--- src/rtl/fifo_wr_arbiter.sv ---
// Round-robin write arbiter sharing one FIFO write port among num_req producers.
// Optional ARB_STATS_EN adds a saturating stall_cnt output.
module fifo_wr_arbiter #(
  parameter int data_depth = 32,
  parameter int fifo_depth = 8,
  parameter int num_req    = 4
) (
  input  logic                            clk,
  input  logic                            rst,
  input  logic [num_req-1:0]              req,
  input  logic [num_req*data_depth-1:0]   req_data,
  input  logic                            fifo_rd,
  input  logic                            fifo_f,
  output logic [num_req-1:0]              gnt,
  output logic                            fifo_cs,
  output logic                            fifo_wr_enb,
  output logic [data_depth-1:0]           fifo_data_in,
`ifdef ARB_STATS_EN
  output logic [15:0]                     stall_cnt,
`endif
  output logic [$clog2(fifo_depth+1)-1:0] count
);
  localparam int CW = $clog2(fifo_depth+1);
  localparam int PW = $clog2(num_req);

  typedef enum logic {IDLE, WRITE} state_t;

  state_t                  state_q, state_d;
  logic [num_req-1:0]      gnt_q, gnt_d;
  logic                    cs_q, cs_d, wr_q, wr_d;
  logic [data_depth-1:0]   data_q, data_d;
  logic [CW-1:0]           count_q, count_d;
  logic [PW-1:0]           ptr_q, ptr_d;

  logic [num_req-1:0][data_depth-1:0] word;
  logic [PW-1:0]           win, idx;
  logic                    found, grant_ok, inc, dec;
  int unsigned             rr_sum;

  for (genvar g = 0; g < num_req; g++) begin : g_unpack
    assign word[g] = req_data[g*data_depth +: data_depth];
  end

  // First requester at or after ptr, wrapping modulo num_req.
  always_comb begin
    win    = '0;
    idx    = '0;
    found  = 1'b0;
    rr_sum = 0;
    for (int k = 0; k < num_req; k++) begin
      rr_sum = int'(ptr_q) + k;
      if (rr_sum >= num_req) rr_sum = rr_sum - num_req;
      idx = PW'(rr_sum);
      if (!found && req[idx]) begin
        win   = idx;
        found = 1'b1;
      end
    end
  end

  assign grant_ok = (|req) && (count_q < CW'(fifo_depth)) && !fifo_f;
  assign inc      = (state_q == WRITE);
  assign dec      = fifo_rd && (count_q != '0);

  always_comb begin
    state_d = state_q;
    gnt_d   = '0;
    cs_d    = 1'b0;
    wr_d    = 1'b0;
    data_d  = data_q;
    ptr_d   = ptr_q;
    case (state_q)
      IDLE: if (grant_ok) begin
        state_d    = WRITE;
        gnt_d[win] = 1'b1;
        cs_d       = 1'b1;
        wr_d       = 1'b1;
        data_d     = word[win];
        ptr_d      = (win == PW'(num_req-1)) ? '0 : win + PW'(1);
      end
      WRITE: state_d = IDLE;
      default: state_d = IDLE;
    endcase
  end

  // Concurrent write-close and read cancel out.
  always_comb begin
    count_d = count_q;
    case ({inc, dec})
      2'b10:   count_d = count_q + CW'(1);
      2'b01:   count_d = count_q - CW'(1);
      default: count_d = count_q;
    endcase
  end

  always_ff @(posedge clk or negedge rst) begin
    if (!rst) begin
      state_q <= IDLE;
      gnt_q   <= '0;
      cs_q    <= 1'b0;
      wr_q    <= 1'b0;
      data_q  <= '0;
      count_q <= '0;
      ptr_q   <= '0;
    end else begin
      state_q <= state_d;
      gnt_q   <= gnt_d;
      cs_q    <= cs_d;
      wr_q    <= wr_d;
      data_q  <= data_d;
      count_q <= count_d;
      ptr_q   <= ptr_d;
    end
  end

  assign gnt          = gnt_q;
  assign fifo_cs      = cs_q;
  assign fifo_wr_enb  = wr_q;
  assign fifo_data_in = data_q;
  assign count        = count_q;

`ifdef ARB_STATS_EN
  logic [15:0] stall_q, stall_d;

  // A pending request in IDLE that cannot win is a stall.
  always_comb begin
    stall_d = stall_q;
    if (state_q == IDLE && (|req) && !grant_ok && stall_q != 16'hFFFF)
      stall_d = stall_q + 16'd1;
  end

  always_ff @(posedge clk or negedge rst) begin
    if (!rst) stall_q <= '0;
    else      stall_q <= stall_d;
  end

  assign stall_cnt = stall_q;
`endif

endmodule
--- config.mk ---
export PLATFORM = sky130hd
export DESIGN_NAME = fifo_wr_arbiter
export DESIGN_NICKNAME = d
export VERILOG_FILES = /design/src/rtl/fifo_wr_arbiter.sv
export SDC_FILE = /design/constraint.sdc
export NUM_CORES = 1
export LEC_CHECK = 0
export ABC_AREA = 1
export CORE_UTILIZATION = 38
export CTS_CLUSTER_DIAMETER = 40
export DETAILED_ROUTE_END_ITERATION = 8
export PLACE_DENSITY = 0.79
export SLEW_MARGIN = 30
export SYNTH_ARGS = -nofsm -noshare
export SYNTH_HDL_FRONTEND = slang
export SYNTH_SLANG_ARGS = --single-unit
--- constraint.sdc ---
create_clock -name clk -period 1.7 [get_ports clk]
set_input_delay 0.34 -clock clk [delete_from_list [all_inputs] [get_ports clk]]
set_output_delay 0.34 -clock clk [all_outputs]
set_load 0.02 [all_outputs]
Yosys cells after proc, flatten, opt, wreduce, memory -nomap -nowiden
Cells that the tools add are included.

$add $sub $neg: 10. Order comparisons: 11. Equality and inequality tests: 3. Multiplexer cells: 30. Bitwise logic cells: 1. Reduce and logical (&&, ||, !) cells: 15.

Operators with widths (number): 32-bit binary-select mux with 2-bit select (1); 32-bit 2-to-1 mux (1); 2-bit 2-to-1 mux (9); 2-bit by 3-bit less-than comparator with 1-bit output (second input constant) (5); 1-bit 2-to-1 mux (10); 3-bit >= comparator (second input constant) (3); 1-bit binary-select mux with 2-bit select (4); 4-bit 2-to-1 mux (2); 4-bit one-hot mux with 2 select lines (1); 2-bit by 1-bit subtractor with 2-bit output (second input constant) (4); 1-bit logical AND (7); 2-bit by 2-bit adder with 3-bit output (second input constant) (2); 4-bit by 1-bit adder with 4-bit output (second input constant) (1); 2-bit == test (second input constant) (2); 1-bit zero test (4); 4-bit less-than comparator (second input constant) (1); 4-bit nonzero test (1); 4-bit OR reduction (1); 4-bit by 1-bit subtractor with 4-bit output (second input constant) (1); 2-bit by 1-bit adder with 3-bit output (second input constant) (1); 2-bit by 3-bit >= comparator with 1-bit output (second input constant) (1); 2-bit by 1-bit adder with 2-bit output (second input constant) (1); 1-bit demux with 2-bit select (1); 2-bit by 1-bit == test with 1-bit output (second input constant) (1); 5 further kinds (5).

Bits in registers: 44. Input port bits: 136. Output and inout port bits: 42. Logic and storage cells: 76.

Depth between registers and ports, before layout
Gate-level depths: netlist (run 1).

Word-level depth: 20. Depth in mapped cells: 16.

Worst setup path after synthesis (run 1)
No wires, ideal clock.

Kind: reg-to-reg. From: register ptr_q[0]. To: register ptr_q[1]. Setup time: 0.126 ns. Data arrival time: 1.800 ns. Data required time: 1.574 ns. Path slack: -0.226 ns. Cell stages (with the launch flop): 15. Path buffers: 3. Period minus slack after synthesis: 1.926 ns. Cell sequence: dfrtp_1 -> buf_4 -> nand2_1 -> nand3_1 -> nand2_2 -> inv_2 -> nand2_1 -> nand2_1 -> nand2_1 -> nand3_2 -> buf_6 -> buf_4 -> ha_1 -> nand2_1 -> o21ai_0.

Longest elaborated chain between the ends: 16. Elaborated cells on any way between the ends: 39. Those cells by class: 8 x add/sub; 4 x order compare; 1 x eq/ne; 20 x mux; 6 x reduce/logical.

RTL lines: start: declaration (RTL line 33) `logic [PW-1:0] ptr_q, ptr_d;`; start signal: assignment (RTL line 112) `ptr_q <= ptr_d;`; branches (longest 13 deep; another with 2-bit by 1-bit adder with 3-bit output); 2-bit 2-to-1 mux * (RTL line 54) `if (!found && req[idx]) begin`; 2-bit by 1-bit adder with 2-bit output or 2-bit == test (tied branches) (RTL line 79) `ptr_d = (win == PW'(num_req-1)) ? '0 : win + PW'(1);`; 2-bit 2-to-1 mux * (RTL line 79).

Every way passes the cells marked *. The select of a mux whose other input is x is not followed. A chain may end at the register's enable or synchronous reset.

Final worst setup path (run 1)
From: input port req[3]. To: register data_q[29], in the netlist fifo_data_in[29].

Longest elaborated chain between the ends: 14. Elaborated cells on any way between the ends: 27. Those cells by class: 17 x mux; 10 x reduce/logical.

RTL lines: start: declaration (RTL line 10) `input logic [num_req-1:0] req,`; 1-bit binary-select mux with 2-bit select (RTL line 54); 1-bit 2-to-1 mux (not written as such) (RTL line 54); 1-bit 2-to-1 mux (RTL line 54); 1-bit zero test (RTL line 54); 1-bit logical AND (RTL line 54); 1-bit 2-to-1 mux (RTL line 54); 1-bit zero test (RTL line 54); 1-bit logical AND (RTL line 54); 1-bit 2-to-1 mux (RTL line 54); 1-bit zero test (RTL line 54); 1-bit logical AND (RTL line 54); 2-bit 2-to-1 mux (RTL line 54); 32-bit binary-select mux with 2-bit select (RTL line 78) `data_d = word[win];`; 32-bit 2-to-1 mux (not written as such) (RTL line 78); end signal: assignment (RTL line 110) `data_q <= data_d;`; end: declaration (RTL line 31) `logic [data_depth-1:0] data_q, data_d;`.

Several ways; a longest one is shown, not always the timed one. The select of a mux whose other input is x is not followed.

==> results.yml, run 1 <==
timing:
  hold_violations: 14
  slew_headroom_pct: 68.03
  period_share_pct: 120.2
  fmax_mhz: 489.4
  worstMarginPinSlew_ps: 479.6
  worst_slack_ps: -343.5
  setup_viol: 40
  rsz0062_at_grt: "true"
  post-route-min-period_ps: 2044
  fin_worst_hold_slack_ps: -8.081
  drv_slew: 0
  fin_skew_ps: 6.343
clocking:
  cts_tree: "yes"
  cts-buffers-inserted: 5
  htreeDepth: 2
  path_clk_slew_ps: 80
  clockRootBuffer: "clkbuf_8"
  cts_buffer_depth: 2
  clkLatencyLatePin_ps: 300
  cts_sinks: 43
power:
  ir_drop_v: 0.001056
  p_leak_nw: 3.512
  powerDensity_nw_per_um2: 2132
placed_design:
  place_area_um2: 5832
  dp_slack_ps: -699.8
  numPortBuffers: 177
  dp_hpwl_um: 9011
  gp_congestion: 0.9332
global_routing:
  grt_pass1_wl_um: 20340
  grtUsageTotal_pct: 25.32
  antenna_found_initial: 0
  grt_max_degree: 39
  grt_overflow: 0
  grt_pass1_vias: 4402
synth:
  yosysWarnings: 0
  synth_compound_area_share_pct: 1.464
  postSynth.asyncResetShare_pct: 100.0
  synthAdderAreaFrac_pct: 1.362
  syn-num-nets: 766
  syn_avg_cell_area_um2: 5.870
  synth_enable_flop_cells: 0
  ys.flop_type: "dfrtp_1"
  synth_top_family_by_area: "simple AND/OR/NAND/NOR gates"
  synth-simple-area-share_pct: 45.22
  synthXorXnorAreaFrac_pct: 0.9534
  synth_top_area_cell: "dfrtp_1"
  synth.distinct_cells: 29
  synthCells: 626
  synth.area.top_cells: "dfrtp_1, nand2_1, nand3_1"
  synth.area.mux_share_pct: 0
  yosys.area.top_type_share_pct: 29.28
  synth-seq-cells: 43
  netlist_area_um2: 3675
  synth-seq-area-share_pct: 29.28
cells_and_area:
  nNetsFinal: 971
  drive_gt1_share_pct: 16.37
  fill_cells: 786
  final_design_area_no_fill_um2: 6354
  final_common_cell: "nand2_1"
  num_antenna_cells: 0
  syn_to_final_growth_pct: 72.90
  layout.cells.most_common_list: "nand2_1, clkdlybuf4s50_1, inv_1, nand3_1, dfrtp_1"
route:
  routedWlPerCell_um: 13.46
  dr.pass1.iters: 4
  num_vias: 4582
  wl_um: 12930
  drt_drc_violations_left: 0
  via_per_inst: 4.773
  antenna_left: 0
  initialDrtViolationCount: 199
die:
  dieWidth_um: 100.3
  num_rows: 35
  core-area_um2: 9284
  io_pins: 178
  die_h_um: 100.3
  start_util_pct: 39.58
  die_area_um2: 10070
job:
  max_cap_violations: 0
status:
  status: "finished, violations left"
  violations: "hold timing, setup timing"
hold_path:
  worstHoldPathType: "in -> async"
setup_path:
  end_kind: "register"
  start_kind: "input port"
  crit_required_ps: 1900
  cp_max_fo: 9
  arrival_ps: 2240
  path_class: "in -> reg"
cell usage after synthesis, types with 2 or more instances:
| master | number |
|---|---|
| nand2_1 | 231 |
| inv_1 | 143 |
| nand3_1 | 135 |
| dfrtp_1 | 43 |
| buf_4 | 13 |
| buf_2 | 9 |
| buf_6 | 7 |
| nor2_1 | 5 |
| ha_1 | 4 |
| inv_2 | 4 |
| nand2_2 | 4 |
| o21ai_0 | 4 |
| clkbuf_1 | 3 |
| xnor2_1 | 3 |
| buf_1 | 2 |
| nor2_4 | 2 |
| nor3_1 | 2 |
per-layer routing:
metal  vias to the layer above  part of all wire, %  global-route usage [%]
met5                         -                    0                       0
met4                         0                  2.3                   7.915
met3                        26                  7.0                   5.153
met2                       198                   51                   45.79
met1                      2084                   39                   29.97
li1                       2274                    -                       -
final timing paths:
kind,start,to,slack (ps),depth (start not counted)
max,req[3],fifo_data_in[29],-340,16
min,rst,fifo_data_in[27],-8,1
max reg2reg,ptr_q[0],fifo_data_in[29],-340,15
min reg2reg,fifo_data_in[16],fifo_data_in[16],490,2
max in group asynchronous,rst,fifo_data_in[8],1210,2
min in group clk,fifo_data_in[16],fifo_data_in[16],490,2
state kept, by name (all words and copies together) (netlist names):
| register | cells |
|---|---|
| gnt | 4 |
| inc | 1 |
| ptr_q | 2 |
| count | 4 |
| fifo_data_in | 32 |
stage by stage:
stage                     total power [W]  setup TNS, ps  instances  utilization (%)
final                             0.01355         -10930        960            68.44
after CTS                         0.01322          -9873        958            66.98
after detailed placement          0.01098         -22650        937            62.82
after global placement            0.01071         -18810        937            62.82
after global routing              0.01470         -16490        960            68.44
after floorplan                  0.008100          -1475        626                -
final cells by class:
class	count	area, um2	area share (%)
timing repair buffer	231	2386	37.55
inverter	148	575.6	9.059
timing repair inverter	1	8.758	0.1378
tap	129	161.4	2.540
clock inverter	1	5.005	0.07877
sequential	43	1082	17.03
clock buffer	6	82.58	1.300
multi-input combinational	401	2052	32.30
critical path, cell delays in order:
cell	delay, ps
clkdlybuf4s50_1	470
nand2_2	130
nand2_2	80
nand2_2	90
nand2_4	70
nor2_4	150
buf_6	120
nand4_4	100
nand3_4	150
buf_12	130
buf_12	120
nand2_1	70
nand3_2	70
nand2_1	50
nand2_1	50
nand2_1	40
cells by family after synthesis:
logic type,count (synthesis)
AND/OR/NAND/NOR,384
AO/OA/AOI/OAI,9
adder cells (fa/ha/maj),4
flip-flops,43
XOR/XNOR,4
buffers and inverters,182
where the power goes:
group / internal [W] / total [W] / switching, W
Sequential: 0.00152 / 0.00184 / 0.000327
Combinational: 0.00488 / 0.0110 / 0.00615
Clock: 0.000319 / 0.000675 / 0.000356
Total: 0.00672 / 0.0135 / 0.00683
timing repair:
action	CTS	global route
setup endpoints to repair	45	45
cloned	3	1
hold buffers	0	0
buffers inserted	11	4
gates resized for setup	47	39
pin swaps	14	17
Power figures use the tool's default switching activity.
==> run 2, diff against run 1 <==
Settings changed: HOLD_SLACK_MARGIN from default to 0.02, SLEW_MARGIN 30 to 10.
==> run 2 against run 1 <==
The run ends with setup timing left. Utilization is 0.42 points lower. Die area did not move. Cell area is 0.61% lower. Total power down 1.1%. First-iteration DRC count up 17%.
==> results.yml, run 2 (same netlist as run 1, synthesis figures left out) <==
status:
  status: "finished, violations left"
  violations: "setup timing"
route:
  via_per_inst: 4.805
  wl_um: 13050
  num_vias: 4622
  initialDrtViolationCount: 232
  routedWlPerCell_um: 13.56
  dr.pass1.iters: 5
  drt_drc_violations_left: 0
  antenna_left: 0
placed_design:
  dp_hpwl_um: 9011
  gp_congestion: 0.9332
  numPortBuffers: 177
global_routing:
  grt_pass1_vias: 4396
  grt_max_degree: 39
  grtUsageTotal_pct: 25.46
  grt_pass1_wl_um: 20490
  antenna_found_initial: 0
  grt_overflow: 0
clocking:
  path_clk_slew_ps: 80
  clkLatencyLatePin_ps: 300
  htreeDepth: 2
  cts-buffers-inserted: 5
  clockRootBuffer: "clkbuf_8"
  cts_sinks: 43
  cts_buffer_depth: 2
  cts_tree: "yes"
setup_path:
  crit_required_ps: 1910
  start_kind: "register"
  path_cells: "inv_4 -> buf_6 -> nand2_2 -> nand2_1 -> nand2_1 -> nand2_2 -> inv_1 -> nand3_1 -> nand2_2 -> nor2_4 -> buf_12 -> clkinv_8 -> ha_4 -> nand2_1 -> o21ai_1"
  crit_slowest_cell: "dfrtp_2"
  critical_path.max_stage_delay_ps: 470
  crit_family: "simple AND/OR/NAND/NOR gates"
  worstSetupStartpoint: "ptr_q[0]"
  r2r_end: "ptr_q[1]"
  r2r_start: "ptr_q[0]"
  path_class: "reg -> reg"
  arrival_ps: 2310
  cp_max_fo: 18
  r2r_slack_ps: -390
  end_kind: "register"
  rr_worst_depth: 15
  critPathBufInv: 5
timing:
  setup_viol: 40
  post-route-min-period_ps: 2092
  rsz0062_at_grt: "true"
  fmax_mhz: 478.1
  hold_violations: 0
  drv_slew: 0
  worstMarginPinSlew_ps: 485.4
  period_share_pct: 123.0
  worst_slack_ps: -391.6
  fin_skew_ps: 6.341
  slew_headroom_pct: 67.64
hold_path:
  hold_path_startpoint: "fifo_data_in[16]"
  min_to: "fifo_data_in[16]"
  worstHoldPathType: "reg -> reg"
  holdPathStages: 2
cells_and_area:
  num_antenna_cells: 0
  nNetsFinal: 973
  syn_to_final_growth_pct: 71.84
  final_common_cell: "nand2_1"
  drive_gt1_share_pct: 15.37
  largest_reg_flops: 32
  fin_util_pct: 68.02
  layout.cells.most_common_list: "nand2_1, clkdlybuf4s50_1, inv_1, nand3_1, dfrtp_1"
die:
  io_pins: 178
  start_util_pct: 39.58
  num_rows: 35
  die_area_um2: 10070
  die_h_um: 100.3
  core-area_um2: 9284
  dieWidth_um: 100.3
power:
  ir_drop_v: 0.001057
  power.total_w: 0.01340
  powerDensity_nw_per_um2: 2122
  p_leak_nw: 3.478
job:
  max_cap_violations: 0
## run 2: cell types whose count changed in the layout (fill, tap and decap cells not counted), moves of 2 or more
cell | previous run | this run
clkdlybuf4s50_1 | 168 | 170
dlymetal6s2s_1 | 3 | 1
nand2_1 | 205 | 209
nand2_2 | 27 | 24
nand3_1 | 127 | 132
nand3_2 | 7 | 3
## run 2: worst max-delay path by stage
stage	end	depth (start not counted)
2_1_floorplan	ptr_q[1]	14
3_3_place_gp	ptr_q[1]	13
3_5_place_dp	ptr_q[1]	13
4_1_cts	fifo_data_in[8]	16
5_1_grt	fifo_data_in[6]	16
6_report	ptr_q[1]	15
## run 2: through the flow
stage          area [um2]  setup TNS [ps]  setup WS (ps)  cells  hold WS, ps
6_report             6315          -12520         -391.6    962        483.3
3_3_place_gp         5832          -18810         -569.3    937        320.5
3_5_place_dp         5832          -22650         -699.8    937        330.5
4_1_cts              6228           -9873         -286.1    959        486.1
5_1_grt              6315          -18340         -527.8    962        500.6
2_1_floorplan        3741           -1475         -126.0    626        44.41
## run 2: timing repair
action | 4_1_cts | 5_1_grt
hold buffers | 1 | 0
buffers inserted | 11 | 5
hold endpoints to repair | 16 | 0
gates resized for setup | 47 | 27
endpoints found under the setup margin | 45 | 44
pin swaps | 14 | 14
cloned | 3 | 1
## run 2: report_power, final
part	switching (W)	leakage, nW	internal, W
Clock	0.000351	0.0470	0.000319
Sequential	0.000326	0.535	0.00152
Combinational	0.00608	2.90	0.00481
## run 2: tightest hold or removal path, delay by kind of cell (launching register included)
family	cells	cell delay [ps]
flip-flops	1	350
AND/OR/NAND/NOR	2	100
## run 2: area by class of cell
class / count / area [um2]
Timing Repair Buffer: 233 / 2394
Inverter: 148 / 575.6
Tap cell: 129 / 161.4
Timing Repair inverter: 1 / 8.758
Fill cell: 785 / 2969
Clock buffer: 6 / 82.58
Clock inverter: 1 / 5.005
Sequential cell: 43 / 1082
Multi-Input combinational cell: 401 / 2006
## run 2: layer usage
layer	global-route usage, %	vias to the layer above	routed length [um]
met5	0	-	0
met4	7.358	0	311
met3	4.526	30	983
met2	46.15	219	6674
met1	30.67	2100	5078
li1	-	2273	-
